===== config.mk =====
export PLATFORM = sky130hd
export DESIGN_NAME = icache_refill
export DESIGN_NICKNAME = d
export VERILOG_FILES = /design/src/rtl/icache_refill.sv
export SDC_FILE = /design/constraint.sdc
export NUM_CORES = 1
export LEC_CHECK = 0
export CAP_MARGIN = 10
export CORE_AREA = 2 2 93 95
export CTS_CLUSTER_DIAMETER = 200
export DETAILED_ROUTE_END_ITERATION = 10
export DIE_AREA = 0 0 95 97
export PLACE_DENSITY = 0.88
export SLEW_MARGIN = 30
export SYNTH_ARGS = -nofsm -noshare
export SYNTH_HDL_FRONTEND = slang
export SYNTH_SLANG_ARGS = --single-unit

===== constraint.sdc =====
create_clock -name clk -period 2.3 [get_ports clk]
set_input_delay 0.46 -clock clk [delete_from_list [all_inputs] [get_ports clk]]
set_output_delay 0.46 -clock clk [all_outputs]
set_load 0.01 [all_outputs]

===== src/rtl/icache_refill.sv =====
// Instruction-cache line refill: one 8-beat AXI read burst per miss, words steered to banks, tag written last.
// Build option: ICACHE_CRITICAL_WORD_FIRST_EN selects a WRAP burst that starts at the missed word.
module icache_refill #(
  parameter logic [3:0] ARID_VAL = 4'd0
) (
  input  logic        clk,
  input  logic        rst,
  input  logic        miss_req,
  input  logic [31:0] miss_addr,
  output logic        miss_ack,
  output logic [7:0]  ram_wen,
  output logic [6:0]  ram_addr,
  output logic [31:0] ram_wdata,
  output logic        tag_wen,
  output logic [20:0] tag_wdata,
  output logic        crit_valid,
  output logic [31:0] crit_data,
  output logic        refill_done,
  output logic [3:0]  arid,
  output logic [31:0] araddr,
  output logic [7:0]  arlen,
  output logic [2:0]  arsize,
  output logic [1:0]  arburst,
  output logic        arvalid,
  input  logic        arready,
  input  logic [3:0]  rid,
  input  logic [31:0] rdata,
  input  logic [1:0]  rresp,
  input  logic        rlast,
  input  logic        rvalid,
  output logic        rready
);

  typedef enum logic [1:0] {IDLE, AR, R, DONE} state_t;

  state_t      state, state_nxt;
  logic [31:0] addr;
  logic        err;
  logic [2:0]  cnt;
  logic [2:0]  start_off;
  logic [2:0]  off;
  logic        beat;

`ifdef ICACHE_CRITICAL_WORD_FIRST_EN
  assign start_off = addr[4:2];
  assign araddr    = {addr[31:2], 2'b00};
  assign arburst   = 2'b10;
`else
  assign start_off = 3'd0;
  assign araddr    = {addr[31:5], 5'b0};
  assign arburst   = 2'b01;
`endif

  assign arid     = ARID_VAL;
  assign arlen    = 8'd7;
  assign arsize   = 3'b010;
  assign ram_addr = addr[11:5];
  assign beat     = (state == R) && rvalid;
  assign off      = start_off + cnt;

  // The beat count alone ends the burst; rid and rlast are not trusted.
  logic unused;
  assign unused = ^{rid, rlast, addr[1:0]};

  always_ff @(posedge clk) begin
    if (rst) state <= IDLE;
    else     state <= state_nxt;
  end

  always_comb begin
    state_nxt = state;
    case (state)
      IDLE:    if (miss_req) state_nxt = AR;
      AR:      if (arready) state_nxt = R;
      R:       if (beat && cnt == 3'd7) state_nxt = DONE;
      DONE:    state_nxt = IDLE;
      default: state_nxt = IDLE;
    endcase
  end

  always_ff @(posedge clk) begin
    if (rst) begin
      addr <= '0;
      err  <= 1'b0;
      cnt  <= '0;
    end else if (state == IDLE && miss_req) begin
      addr <= miss_addr;
      err  <= 1'b0;
      cnt  <= '0;
    end else if (beat) begin
      cnt <= cnt + 3'd1;
      if (rresp != 2'b00) err <= 1'b1;
    end
  end

  always_comb begin
    miss_ack    = (state == IDLE) && miss_req;
    arvalid     = (state == AR);
    rready      = (state == R);
    ram_wen     = '0;
    ram_wdata   = '0;
    crit_valid  = 1'b0;
    crit_data   = '0;
    tag_wen     = 1'b0;
    tag_wdata   = '0;
    refill_done = 1'b0;
    if (beat) begin
      ram_wen   = 8'b1 << off;
      ram_wdata = rdata;
      if (off == addr[4:2]) begin
        crit_valid = 1'b1;
        crit_data  = rdata;
      end
    end
    if (state == DONE) begin
      tag_wen     = 1'b1;
      tag_wdata   = {~err, addr[31:12]};
      refill_done = 1'b1;
    end
  end

endmodule

# ---- After elaboration in Yosys (flattened, before gate mapping)
# Index checks and enable logic that the tools add are counted.
dict set report classes {
  n_addsub 1
  n_bitwise 1
  eq_ne 8
  muxes 12
  n_shift 1
  reduce_logical 8
}
# op count
set ops {}
lappend ops {{32-bit two-way mux} 3}
lappend ops {{21-bit two-way mux} 1}
lappend ops {{8-bit two-way mux} 1}
lappend ops {{2-bit one-hot mux with 4 select lines} 1}
lappend ops {{1-bit by 3-bit left shift with 8-bit output (first input constant)} 1}
lappend ops {{2-bit two-way mux} 3}
lappend ops {{2-bit equality test (second input constant)} 2}
lappend ops {{2-bit by 1-bit inequality test with 1-bit output (second input constant)} 2}
lappend ops {{3-bit by 1-bit adder with 3-bit output (second input constant)} 1}
lappend ops {{3-bit equality test} 1}
lappend ops {{3-bit equality test (second input constant)} 1}
lappend ops {{1-bit logical AND} 3}
lappend ops {{1-bit two-way mux} 3}
lappend ops {{3-bit AND reduction} 1}
lappend ops {{2-bit by 1-bit equality test with 1-bit output (second input constant)} 1}
lappend ops {{2-bit zero test} 1}
lappend ops {{2-bit inequality test (second input constant)} 1}
lappend ops {{2-bit AND reduction} 1}
lappend ops {{2-bit nonzero test} 1}
lappend ops {{2-bit OR reduction} 1}
lappend ops {{1-bit inverter} 1}
dict set report word_totals {
  out_inout_bits 155
  wordCells 35
  regBits 38
}

# ---- Logic depth before layout (Yosys ltp)
# Gate-level depths: netlist of run 1.
dict set report depth {
  word_depth 5
  mapped_depth 7
}

# ---- Worst setup path after synthesis of run 1
# No wires, ideal clock.
dict set report synth_path {
  kind {register to output}
  startpoint {reg state[0]}
  endpoint {out crit_data[22]}
  setup_slack_ps 397
  stages_incl_launch_ff 8
  t_arrival_ps 1443
  n_path_buf 2
  path_cell_list {dfxtp_1 > inv_1 > ha_1 > buf_4 > and2_4 > and4_4 > buf_6 > and2_1}
}
dict set report synth_via {
  elab_chain_cells 3
}
# item line_no
set synth_lines {}
lappend synth_lines {{start, declared} 36} ;# state_t state, state_nxt;
lappend synth_lines {{start signal, assigned} 67} ;# else state <= state_nxt;
lappend synth_lines {{2-bit equality test} --}
lappend synth_lines {{net rready} 31} ;# output logic rready
lappend synth_lines {{1-bit logical AND} 58} ;# assign beat = (state == R) && rvalid;
lappend synth_lines {{32-bit two-way mux} 107} ;# if (beat) begin
lappend synth_lines {{end, declared} 17} ;# output logic [31:0] crit_data,
# The timed path passes the listed nets, and every way through them passes these cells.

# ---- Worst setup path after layout of run 1
dict set report layout_path {
  startpoint {reg state[0]}
  endpoint {out crit_data[23]}
}
dict set report layout_via {
  elab_chain_cells 3
}
# item line_no
set layout_lines {}
lappend layout_lines {{2-bit equality test} 58}
lappend layout_lines {{1-bit logical AND} 58}
lappend layout_lines {{32-bit two-way mux} 107}
# Every way passes these cells.

==> metrics.txt, run 1 <==
power density cells=649 nW/um^2; Achievable Freq=0.442 GHz; clock period minus worst slack=2.26 ns; adder-cell share of the synthesized area=4.85%; via density per instance=4.57; initial core utilization=31.7%; Final Hold Vio Count=0; synthesized-area fraction occupied by and/or/nand/nor cells=between 30 and 40%; row count=33; vias in the first global route=around 2800; Synth Cell Area=between 2000 and 3000 um^2; routed length per placed instance=15.0 um; count of pins over their slew limit=0; initial antenna violation count=0; M2 GR Usage=38.5%; number of flip-flops and latches in the synthesized netlist=36; final worst-path setup slack=0.0384 ns; most used routing layer=met2; wire length reported by the detailed router=about 9400 um; TritonCTS buffer count=5; pin count of the biggest net entering global routing=35; Max-slew headroom=between 60% and 70%; die height=97 um; number of instances in the synthesized netlist=343; number of input and output port buffers inserted=roughly 200; aggregate global routing overflow=0; path type of the worst setup path=reg -> out; final setup violation count=0; Bufs on Longest Clock Path=2; cell depth of the worst hold path=2; GRT Total Usage=19.4%; fill cell instance count of the final layout=~710; antenna viol nets, final=0; Pre-antenna DRT Iters=4; CTS Sinks=36; static leakage=2.55 nW; global-route met1 utilization=19.1%; post-synthesis sequential area ratio=between 20% and 30%; Core Area=8130 um^2; clock latency of the later-clocked register in the worst-skew pair=0.27 ns; global placer's final weighted congestion=roughly 0.77; count of vias placed by the detailed router=2877; post-placement worst setup slack=-0.350 ns; Clock Pin Slew Worst Setup and Hold Paths=0.07 ns; clock root buffer master=sky130_fd_sc_hd__clkbuf_8; Max-Cap Viols=0; CTS tree=done; largest family of logic cells by synthesized area=simple AND/OR/NAND/NOR gates; number of top-level pins=231; number of distinct standard cells referenced by the synthesized netlist=26; portion of netlist area occupied by mux cells=0.777%; CTS H-Tree Depth=2; worst hold slack after final layout=0.463 ns; fraction of final layout cells with drive strength greater than 1=between 15 and 20%; unrepaired setup endpoints after global routing=yes; worst hold-check path type=reg -> reg; Layout Cell Area excl Fill=4750 um^2; number of nets in the layout=610; Post-Route Utilization=roughly 58%; Synth Area in XOR/XNOR=roughly 1.4%; fraction of the mapped netlist area in compound gates=between 7 and 8%; HPWL Detailed=6720 um; depth of the most critical reg-to-reg path=6; total die area=9220 um^2; biggest fanout along the worst timing path=5; first-pass GRT wire length=14100 um; count of unresolved DRC violations after routing=0; met3 usage in global routing=4.21%; Worst Tran Pin Value=0.586 ns; final worst path period share=98.3%; DR iter-0 viols=86; sum of internal, switching and leakage power=3.08 mW; run status=completed; worst voltage drop across the vdd grid=between 400 and 500 uV; post-route clock skew=0.00331 ns; Arr. time, crit path=1.80 ns; CP required=1.84 ns; number of diodes added for antenna fixing=0; Worst setup SP type=register; signed area change from the synthesized netlist to the final layout=84.4%; most frequent cells in the layout=129 x sky130_fd_sc_hd__clkdlybuf4s50_1, 62 x sky130_fd_sc_hd__nand2_1, 45 x sky130_fd_sc_hd__and2_1; Post-Syn Area per Cell=7.51 um^2; horizontal die dimension=95 um; CP endpoint kind=output port; Placed Instance Area=4390 um^2; number of synthesis warnings=0; commonest non-fill, non-tap cell in the layout=sky130_fd_sc_hd__clkdlybuf4s50_1
[routing by layer]
layer  up-vias  part of all wire, %
li1       1389                    -
met1      1327                   34
met2       145                   55
met3        16                  7.6
met4         0                  3.1
met5         -                    0
[path summary, 6_finish.rpt]
check / slack [ns] / endpoint / startpoint
worst max-delay path: 0.04 / crit_data[23] / state[0]
worst min-delay path: 0.46 / addr[26] / addr[26]
worst max register to register: 0.64 / state[1] / cnt[0]
worst min register to register: 0.46 / addr[26] / addr[26]
[sequential cells by signal (all words and copies together), names as in the netlist]
register / flops
state: 2
err: 1
addr: 30
cnt: 3
[critical path, stage by stage, from the launching register on]
cell and delay (ns):
sky130_fd_sc_hd__dfxtp_2 0.33, sky130_fd_sc_hd__inv_2 0.08, sky130_fd_sc_hd__ha_4 0.15, sky130_fd_sc_hd__buf_12 0.10
sky130_fd_sc_hd__and2_4 0.17, sky130_fd_sc_hd__buf_6 0.11, sky130_fd_sc_hd__and4_4 0.24, sky130_fd_sc_hd__buf_12 0.11
sky130_fd_sc_hd__and2_4 0.14, sky130_fd_sc_hd__buf_6 0.10
[repair_timing]
item	4_1_cts	5_1_grt
pin swaps	2	2
cloned	6	1
setup buffers	8	1
endpoints found under the setup margin	74	61
hold buffers	0	0
gates resized for setup	118	57
[cell families (layout without fill, tap and decap cells)]
logic type / Yosys count / count (layout)
other: 2 / 22
AO/OA/AOI/OAI: 35 / 35
XOR/XNOR: 4 / 4
AND/OR/NAND/NOR: 166 / 170
adder cells (fa/ha/maj): 10 / 10
buffers and inverters: 88 / 245
multiplexers: 2 / 2
flip-flops: 36 / 36
[stage by stage]
step	std cells	TNS [ns]
floorplan	363	0
global placement	606	-13.84
detailed placement	606	-15.30
CTS	627	-0.0187
global route	629	-0.0722
finish	629	0
[where the power goes]
part           switching, mW  internal [mW]
logic                  0.812          0.957
registers             0.0943          0.749
clock network          0.205          0.267
[cell type report]
class | instances | area [um^2] | share of cell area [%]
repair buffers | 230 | 2310 | 48.7
multi-input cells | 243 | 1460 | 30.6
flip-flops and latches | 36 | 726 | 15.3
well taps | 105 | 131 | 2.76
clock buffers | 7 | 96.3 | 2.03
inverters | 8 | 30.0 | 0.632
[cells in the mapped netlist, drive strengths merged]
| library cell | number | area (um^2) |
|---|---|---|
| a2111oi | 1 | 15.0 |
| a21oi | 32 | 160 |
| a222oi | 1 | 10.0 |
| and2 | 53 | 334 |
| and3 | 40 | 255 |
| and4 | 1 | 11.3 |
| buf | 66 | 507 |
| clkbuf | 14 | 52.6 |
| conb | 2 | 7.51 |
| dfxtp | 36 | 721 |
| ha | 10 | 125 |
| inv | 8 | 30.0 |
| mux2i | 2 | 20.0 |
| nand2 | 62 | 233 |
| nand2b | 3 | 18.8 |
| nor2 | 2 | 7.51 |
| nor2b | 1 | 6.26 |
| nor3 | 3 | 15.0 |
| o21a | 1 | 7.51 |
| or2 | 1 | 6.26 |
| xnor2 | 4 | 35.0 |
Note: power is estimated with default switching activity, not from simulation.
==> run 2: changes to the inputs <==
CAP_MARGIN = 20   (was 10)
==> results of run 2 <==
Final layout, timing and power as in run 1 (identical DEF).
